File: src/rtl/cordic_vectoring.sv
// Purpose: 6-step iterative vectoring CORDIC, (x, y) -> gain-scaled magnitude and binary angle atan2(y, x).
// Latency: request accepted at edge k, results and one-cycle valid strobe at edge k+6, idle again at k+7.
// Backpressure: none; requests arriving while busy_o is high are dropped silently, minimum period 8 cycles.
module cordic_vectoring #(
    parameter int N_FRAC = 7
) (
    input  logic                     clk_i,
    input  logic                     rst_i,
    input  logic signed [N_FRAC:0]   x_i,
    input  logic signed [N_FRAC:0]   y_i,
    input  logic                     data_in_valid_strobe_i,
    output logic        [N_FRAC+1:0] mag_o,
    output logic signed [N_FRAC:0]   angle_o,
    output logic                     data_out_valid_strobe_o,
    output logic                     busy_o
);

    // Two guard bits on x/y: one so that negating -2^N_FRAC fits, one for the CORDIC gain.
    localparam int XW = N_FRAC + 3;
    localparam int ZW = N_FRAC + 1;

    typedef enum logic [1:0] {
        IDLE   = 2'd0,
        CALC   = 2'd1,
        OUTPUT = 2'd2
    } state_t;

    state_t               state_q;
    state_t               state_d;
    logic [2:0]           cnt_q;
    logic signed [XW-1:0] x_q;
    logic signed [XW-1:0] y_q;
    logic signed [ZW-1:0] z_q;
    logic                 zero_q;

    logic signed [XW-1:0] x_ext;
    logic signed [XW-1:0] y_ext;
    logic signed [XW-1:0] pre_x;
    logic signed [XW-1:0] pre_y;
    logic signed [ZW-1:0] pre_z;
    logic signed [XW-1:0] x_nx;
    logic signed [XW-1:0] y_nx;
    logic signed [ZW-1:0] z_nx;
    logic signed [ZW-1:0] atan_step;
    logic                 accept;
    logic                 last_iter;

    // atan(2^-i) in units of pi/128.
    function automatic logic signed [ZW-1:0] atan_lut(input logic [2:0] idx);
        case (idx)
            3'd0:    atan_lut = ZW'(32);
            3'd1:    atan_lut = ZW'(18);
            3'd2:    atan_lut = ZW'(9);
            3'd3:    atan_lut = ZW'(5);
            3'd4:    atan_lut = ZW'(2);
            3'd5:    atan_lut = ZW'(1);
            default: atan_lut = ZW'(0);
        endcase
    endfunction

    assign accept    = (state_q == IDLE) && data_in_valid_strobe_i;
    assign last_iter = (cnt_q == 3'd5);
    assign x_ext     = {{2{x_i[N_FRAC]}}, x_i};
    assign y_ext     = {{2{y_i[N_FRAC]}}, y_i};
    assign atan_step = atan_lut(cnt_q);

    // Quadrant pre-rotation by +/-90 degrees so the micro-rotations only need to cover the right half-plane.
    always_comb begin
        pre_x = x_ext;
        pre_y = y_ext;
        pre_z = '0;
        if (x_i[N_FRAC]) begin
            if (!y_i[N_FRAC]) begin
                pre_x = y_ext;
                pre_y = -x_ext;
                pre_z = ZW'(64);
            end else begin
                pre_x = -y_ext;
                pre_y = x_ext;
                pre_z = -ZW'(64);
            end
        end
    end

    // One micro-rotation driving y toward zero; both updates use the pre-update x and y.
    always_comb begin
        x_nx = x_q + (y_q >>> cnt_q);
        y_nx = y_q - (x_q >>> cnt_q);
        z_nx = z_q + atan_step;
        if (y_q[XW-1]) begin
            x_nx = x_q - (y_q >>> cnt_q);
            y_nx = y_q + (x_q >>> cnt_q);
            z_nx = z_q - atan_step;
        end
    end

    // Next-state logic; any unused encoding falls back to IDLE.
    always_comb begin
        state_d = IDLE;
        case (state_q)
            IDLE:    state_d = accept ? CALC : IDLE;
            CALC:    state_d = last_iter ? OUTPUT : CALC;
            OUTPUT:  state_d = IDLE;
            default: state_d = IDLE;
        endcase
    end

    // State register.
    always_ff @(posedge clk_i or negedge rst_i) begin
        if (!rst_i) begin
            state_q <= IDLE;
        end else begin
            state_q <= state_d;
        end
    end

    // Working registers and result registers; results only change on the final iteration.
    always_ff @(posedge clk_i or negedge rst_i) begin
        if (!rst_i) begin
            cnt_q   <= '0;
            x_q     <= '0;
            y_q     <= '0;
            z_q     <= '0;
            zero_q  <= 1'b0;
            mag_o   <= '0;
            angle_o <= '0;
        end else begin
            if (accept) begin
                cnt_q  <= '0;
                x_q    <= pre_x;
                y_q    <= pre_y;
                z_q    <= pre_z;
                zero_q <= (x_i == '0) && (y_i == '0);
            end else if (state_q == CALC) begin
                x_q <= x_nx;
                y_q <= y_nx;
                z_q <= z_nx;
                if (last_iter) begin
                    mag_o   <= zero_q ? '0 : x_nx[N_FRAC+1:0];
                    angle_o <= zero_q ? '0 : z_nx;
                end else begin
                    cnt_q <= cnt_q + 3'd1;
                end
            end
        end
    end

    assign data_out_valid_strobe_o = (state_q == OUTPUT);
    assign busy_o                  = (state_q != IDLE);

endmodule

File: config.mk
export PLATFORM = sky130hd
export DESIGN_NAME = cordic_vectoring
export DESIGN_NICKNAME = d
export VERILOG_FILES = /design/src/rtl/cordic_vectoring.sv
export SDC_FILE = /design/constraint.sdc
export NUM_CORES = 1
export LEC_CHECK = 0
export CAP_MARGIN = 20
export CORE_MARGIN = 2
export CORE_UTILIZATION = 30
export CTS_CLUSTER_DIAMETER = 50
export DETAILED_ROUTE_END_ITERATION = 6
export PLACE_DENSITY = 0.56
export RECOVER_POWER = 50
export SKIP_CTS_REPAIR_TIMING = 1
export SYNTH_ARGS = -nofsm -noshare
export SYNTH_HDL_FRONTEND = slang
export SYNTH_SLANG_ARGS = --single-unit
File: constraint.sdc
create_clock -name clk_i -period 4.55 [get_ports clk_i]
set_input_delay 1.365 -clock clk_i [delete_from_list [all_inputs] [get_ports clk_i]]
set_output_delay 1.365 -clock clk_i [all_outputs]
set_load 0.01 [all_outputs]
==> results of run 1 <==
-- metrics by stage --
stage          worst slack, ns  util (%)  instance area (µm²)  std cells
6_report                 0.469      35.4                 5640        824
3_5_place_dp             0.314      34.4                 5490        816
5_1_grt                 0.0653      35.4                 5640        824
4_1_cts                  0.299      35.4                 5640        824
3_3_place_gp             0.479      34.4                 5490        816
2_1_floorplan            0.991         -                 4920        586
-- layer usage --
metal | global-route usage [%] | wire, µm
met1 | 21.3 | 6190
met2 | 26.8 | 6460
met5 | 0 | 0
met4 | 4.35 | 231
met3 | 1.88 | 730
-- sequential cells by signal (all words and copies together) (netlist names) --
name and count:
x_q 10, y_q 10, mag_o 9, angle_o 8
z_q 8, cnt_q 3, state_q 2, zero_q 1
-- worst max-delay path by stage --
stage | to | slack, ns | cells past startpoint
3_3_place_gp | y_q[9]$_DFFE_PN0P_ | 0.48 | 15
2_1_floorplan | x_q[9]$_DFFE_PN0P_ | 0.99 | 16
4_1_cts | y_q[9]$_DFFE_PN0P_ | 0.30 | 15
3_5_place_dp | y_q[9]$_DFFE_PN0P_ | 0.31 | 15
5_1_grt | z_q[7]$_DFFE_PN0P_ | 0.07 | 16
6_report | z_q[7]$_DFFE_PN0P_ | 0.47 | 16
-- cells by family after synthesis --
kind of cell | after synthesis | synth area share (%)
buffers and inverters | 68 | 5.83
multiplexers | 35 | 11.5
XOR/XNOR | 38 | 6.77
adder cells (fa/ha/maj) | 38 | 10.1
flip-flops | 51 | 25.9
AO/OA/AOI/OAI | 175 | 22.3
AND/OR/NAND/NOR | 181 | 17.5
-- layout make-up --
cell class | count | share of cell area (%)
clock buffers | 5 | 2.22
clock inverters | 3 | 0.488
inverters | 31 | 2.06
multi-input cells | 467 | 59.7
flip-flops and latches | 51 | 22.7
well taps | 216 | 4.79
repair buffers | 51 | 8.12
-- synth_stat cells, drive strengths merged (3+ instances only) --
cell and instances:
mux2 4, xor2 12, nor2b 13, or3 5
xnor2 26, and2 5, a21o 8, inv 30
a211oi 6, a31oi 10, o32ai 3, fa 3
o21a 3, o211ai 8, nand2 53, a22o 3
mux4 15, o21ai 47, a22oi 3, o31ai 19
nor3 14, nand2b 9, clkbuf 28, buf 9
mux2i 16, dfrtp 51, ha 35, a21oi 48
nor2 51, nand3 16
-- worst min-delay path, delay by kind of cell, from the launching register on --
kind,cells,cell delay (ns)
AND/OR/NAND/NOR,1,0.05
flip-flops,1,0.35
AO/OA/AOI/OAI,1,0.06
==> reports/metrics.csv, run 1 <==
metric;value;unit
Setup TNS Final;0;ns
DIE HEIGHT;132;µm
hold depth;2;
Initial DRT Pass Iterations;4;
Worst Path Buf+Inv;2;
fin. max-slew vios;54;
mapped cell area;0.00492;mm²
Max-Cap Viols;2;
P&R area growth vs syn;14.7;%
post-synthesis cell type count;63;
Buffers on Ports;37;
CP max-delay cell;dfrtp_1;
most frequent cells in the layout;53 x nand2_1, 51 x nor2_1, 50 x dfrtp_1, 48 x a21oi_1, 47 x o21ai_0;
R2R setup slack;0.47;ns
Clock Latency Late Sink;0.30;ns
crit start category;register;
failing checks;capacitance limit, slew limit;
gr usage total;15.8;%
Endpoint, Worst Hold;mag_o[3]$_DFFE_PN0P_;
area occupied by multi-input gates;0.00336;mm²
Tcrit/Tclk final;89.7;%
smallest hold slack;0.484;ns
final wirelength;13600;µm
most used cell, CP;a21oi_1;
synthesized flop and latch total;51;
clock skew;0.00319;ns
Antenna Nets Post-Route;0;
cell taking the most area after synthesis;dfrtp_1;
worst endpoint required time;4.71;ns
CTS tree;done;
asr flop ratio synth;100;%
commonest non-fill, non-tap cell in the layout;nand2_1;
worst r2r src;cnt_q[2]$_DFFE_PN0P_;
status;complete, but fails checks;
detailed placer's ending HPWL;10400;µm
syn_nets;643;
Clock transition at path regs;0.08;ns
CTS Buf Count;5;
initial antenna violation count;0;
pin count of the biggest net entering global routing;33;
layout cells sized above 1;6.74;%
crit path from;cnt_q[2]$_DFFE_PN0P_;
I/O Pins;38;
number of global-route vias before repair;4311;
crit path capture type;register;
GPL Wtd Cong;0.900;
Max-slew headroom;-3.28;%
diode count;0;
syn_area_per_cell;8.39;µm²
routed len/inst;16.5;µm
top-area cell type share of the netlist area;25.9;%
Crit Path Category;reg -> reg;
htree depth;2;
largest stage delay on the critical path;0.71;ns
initial DRC count;345;
R2R cell count;16;
first-pass GRT wire length;22600;µm
Top FF cell, synth;dfrtp_1;
Hold Startpoint;mag_o[3]$_DFFE_PN0P_;
vias post-DR;4493;
r2r endpoint;z_q[7]$_DFFE_PN0P_;
Via-to-Cell Ratio;5.45;
placement row count;46;
die width;132;µm
f_max;0.245;GHz
Register Area;0.00128;mm²
GRT overflow;0;
CTS root buf;clkbuf_16;
Initial Utilization;30.9;%
Synth area leaders;dfrtp_1 26%, ha_1 8.9%, a21oi_1 4.9%, o21ai_0 4.8%, xnor2_1 4.6%;
# fillers;1688;
critical path cell sequence;clkinv_1, ha_1, a21oi_1, and2_1, ha_1, nor2_1, a21oi_1, inv_1, ha_1, nor2b_1, o21ai_0, a21oi_1, o21ai_0, a21oi_1, xnor2_1, o21ai_0;
RSZ-0062 raised after global routing;no;
Final Hold Viols;0;
Die ar.;0.0174;mm²
Top Family by Delay on Critical Path;compound AO/OA/AOI/OAI gates;
clk sinks;51;
worst-margin pin slew;1.55;ns
CTS Buffer Depth;2;
hold crit path type;reg -> reg;
sequential-to-total area share from yosys stat;25.9;%
final setup vio count;0;
Post-synth EDFFs;0;
Worst Path Arrival;4.24;ns
fin crit period;4.08;ns
layout net count;664;
Core Region;0.0159;mm²
Ys Warns;0;
crit path max fanout;11;
DRC;0;
Cells after Synth;586;
Power of run 1 is not shown: default switching activity piles up to over one toggle a cycle in this logic, so the estimate is an artifact.
==> inputs of run 2 (changes only) <==
--- a/config.mk
+++ b/config.mk
@@ -6,11 +6,12 @@
 export NUM_CORES = 1
 export LEC_CHECK = 0
 export CAP_MARGIN = 20
+export CORE_ASPECT_RATIO = 0.8
 export CORE_MARGIN = 2
 export CORE_UTILIZATION = 30
 export CTS_CLUSTER_DIAMETER = 50
 export DETAILED_ROUTE_END_ITERATION = 6
-export PLACE_DENSITY = 0.56
+export PLACE_DENSITY = 0.57
 export RECOVER_POWER = 50
 export SKIP_CTS_REPAIR_TIMING = 1
 export SYNTH_ARGS = -nofsm -noshare
==> reports/metrics.csv, run 2 (synthesis results as in run 1) <==
metric;value;unit
status;complete, but fails checks;
failing checks;capacitance limit, slew limit;
CTS Buf Count;5;
routed len/inst;16.2;µm
Worst Setup EP;y_q[9]$_DFFE_PN0P_;
RSZ-0062 raised after global routing;no;
r2r endpoint;y_q[9]$_DFFE_PN0P_;
CTS root buf;clkbuf_16;
# fillers;1657;
fin. max-slew vios;39;
die width;147;µm
crit start category;register;
clk sinks;51;
Buffers on Ports;37;
number of global-route vias before repair;4148;
Die ar.;0.0174;mm²
Crit Path Category;reg -> reg;
gr usage total;15.5;%
Setup TNS Final;0;ns
DRC;0;
vias post-DR;4430;
Max-slew headroom;-36.3;%
I/O Pins;38;
Max-Cap Viols;1;
initial antenna violation count;0;
Clock Latency Late Sink;0.29;ns
Tcrit/Tclk final;91.9;%
first-pass GRT wire length;21900;µm
P&R area growth vs syn;14.7;%
Top Registers;x_q (10), y_q (10), mag_o (9);
worst r2r src;cnt_q[0]$_DFFE_PN0P_;
Initial DRT Pass Iterations;5;
CTS tree;done;
placement row count;41;
post-layout util;35.5;%
diode count;0;
Area after DPL;0.00548;mm²
Core Region;0.0159;mm²
htree depth;2;
worst-margin pin slew;2.05;ns
commonest non-fill, non-tap cell in the layout;nand2_1;
final setup vio count;0;
Antenna Nets Post-Route;0;
DIE HEIGHT;119;µm
GPL Wtd Cong;0.899;
f_max;0.239;GHz
layout cells sized above 1;6.44;%
CTS Buffer Depth;2;
crit path capture type;register;
initial DRC count;236;
clock skew;0.00468;ns
hold crit path type;reg -> reg;
R2R setup slack;0.37;ns
crit path max fanout;16;
Clock transition at path regs;0.07;ns
Initial Utilization;30.9;%
GRT overflow;0;
detailed placer's ending HPWL;10200;µm
Final Hold Viols;0;
worst endpoint required time;4.71;ns
post-route cell area;0.00564;mm²
Via-to-Cell Ratio;5.40;
R2R cell count;15;
Worst Path Arrival;4.34;ns
most frequent cells in the layout;53 x nand2_1, 51 x nor2_1, 49 x dfrtp_1, 48 x a21oi_1, 47 x o21ai_0;
fin crit period;4.18;ns
layout net count;663;
pin count of the biggest net entering global routing;43;
crit path from;cnt_q[0]$_DFFE_PN0P_;
final wirelength;13300;µm
==> run 2: cell count changes in the layout (fill, tap and decap cells not counted), sizes merged <==
cell           delta
clkinv            -1
clkdlybuf4s50     -2
inv               -1
clkinvlp          -1
bufinv            +1
dlygate4sd3       +2
==> run 2: area by class of cell <==
type                            count  area [µm²]  share of cell area, %
Multi-Input combinational cell    467        3360                   59.6
Sequential cell                    51        1280                   22.7
Timing Repair Buffer               50         458                   8.12
Tap cell                          215         269                   4.77
Clock buffer                        6         129                   2.28
Inverter                           31         116                   2.06
Clock inverter                      1        30.0                  0.532
==> run 2: worst min path at each step <==
| stage | from | to | slack [ns] | depth (start not counted) |
|---|---|---|---|---|
| finish | angle_o[2]$_DFFE_PN0P_ | angle_o[2]$_DFFE_PN0P_ | 0.47 | 2 |
| global route | angle_o[4]$_DFFE_PN0P_ | angle_o[4]$_DFFE_PN0P_ | 0.50 | 2 |
| CTS | angle_o[2]$_DFFE_PN0P_ | angle_o[2]$_DFFE_PN0P_ | 0.48 | 2 |
| detailed placement | angle_o[2]$_DFFE_PN0P_ | angle_o[2]$_DFFE_PN0P_ | 0.47 | 2 |
| global placement | mag_o[3]$_DFFE_PN0P_ | mag_o[3]$_DFFE_PN0P_ | 0.46 | 2 |
| floorplan | z_q[0]$_DFFE_PN0P_ | z_q[0]$_DFFE_PN0P_ | 0.47 | 2 |
==> run 2: critical path, stage by stage, from the launching register on <==
cell and delay, ns:
dfrtp_2 0.53, buf_6 0.24, mux4_1 0.58, mux2i_1 0.30
ha_1 0.25, nor3b_1 0.33, a21oi_1 0.14, xnor2_1 0.13
o21ai_0 0.23, ha_1 0.34, a21oi_1 0.20, nand2_1 0.06
o21ai_0 0.25, o21ai_0 0.19, xnor2_1 0.19, o21ai_0 0.09
==> run 2: routing by layer <==
metal	global-route usage, %	wire length (µm)	share of wire (%)	vias up
met1	23.1	6430	48	2128
met2	23.6	5910	45	125
met3	2.39	746	5.6	14
li1	-	-	-	2163
met5	0	0	0	-
met4	3.49	177	1.3	0
==> run 2: stage by stage <==
step | std cells | hold slack (ns) | worst slack, ns
after detailed placement | 814 | 0.467 | 0.167
after global placement | 814 | 0.461 | 0.452
after floorplan | 586 | 0.469 | 0.991
final | 821 | 0.470 | 0.370
after CTS | 821 | 0.482 | 0.137
after global routing | 821 | 0.505 | 0.0305
Power of run 2 is left out for the same reason.
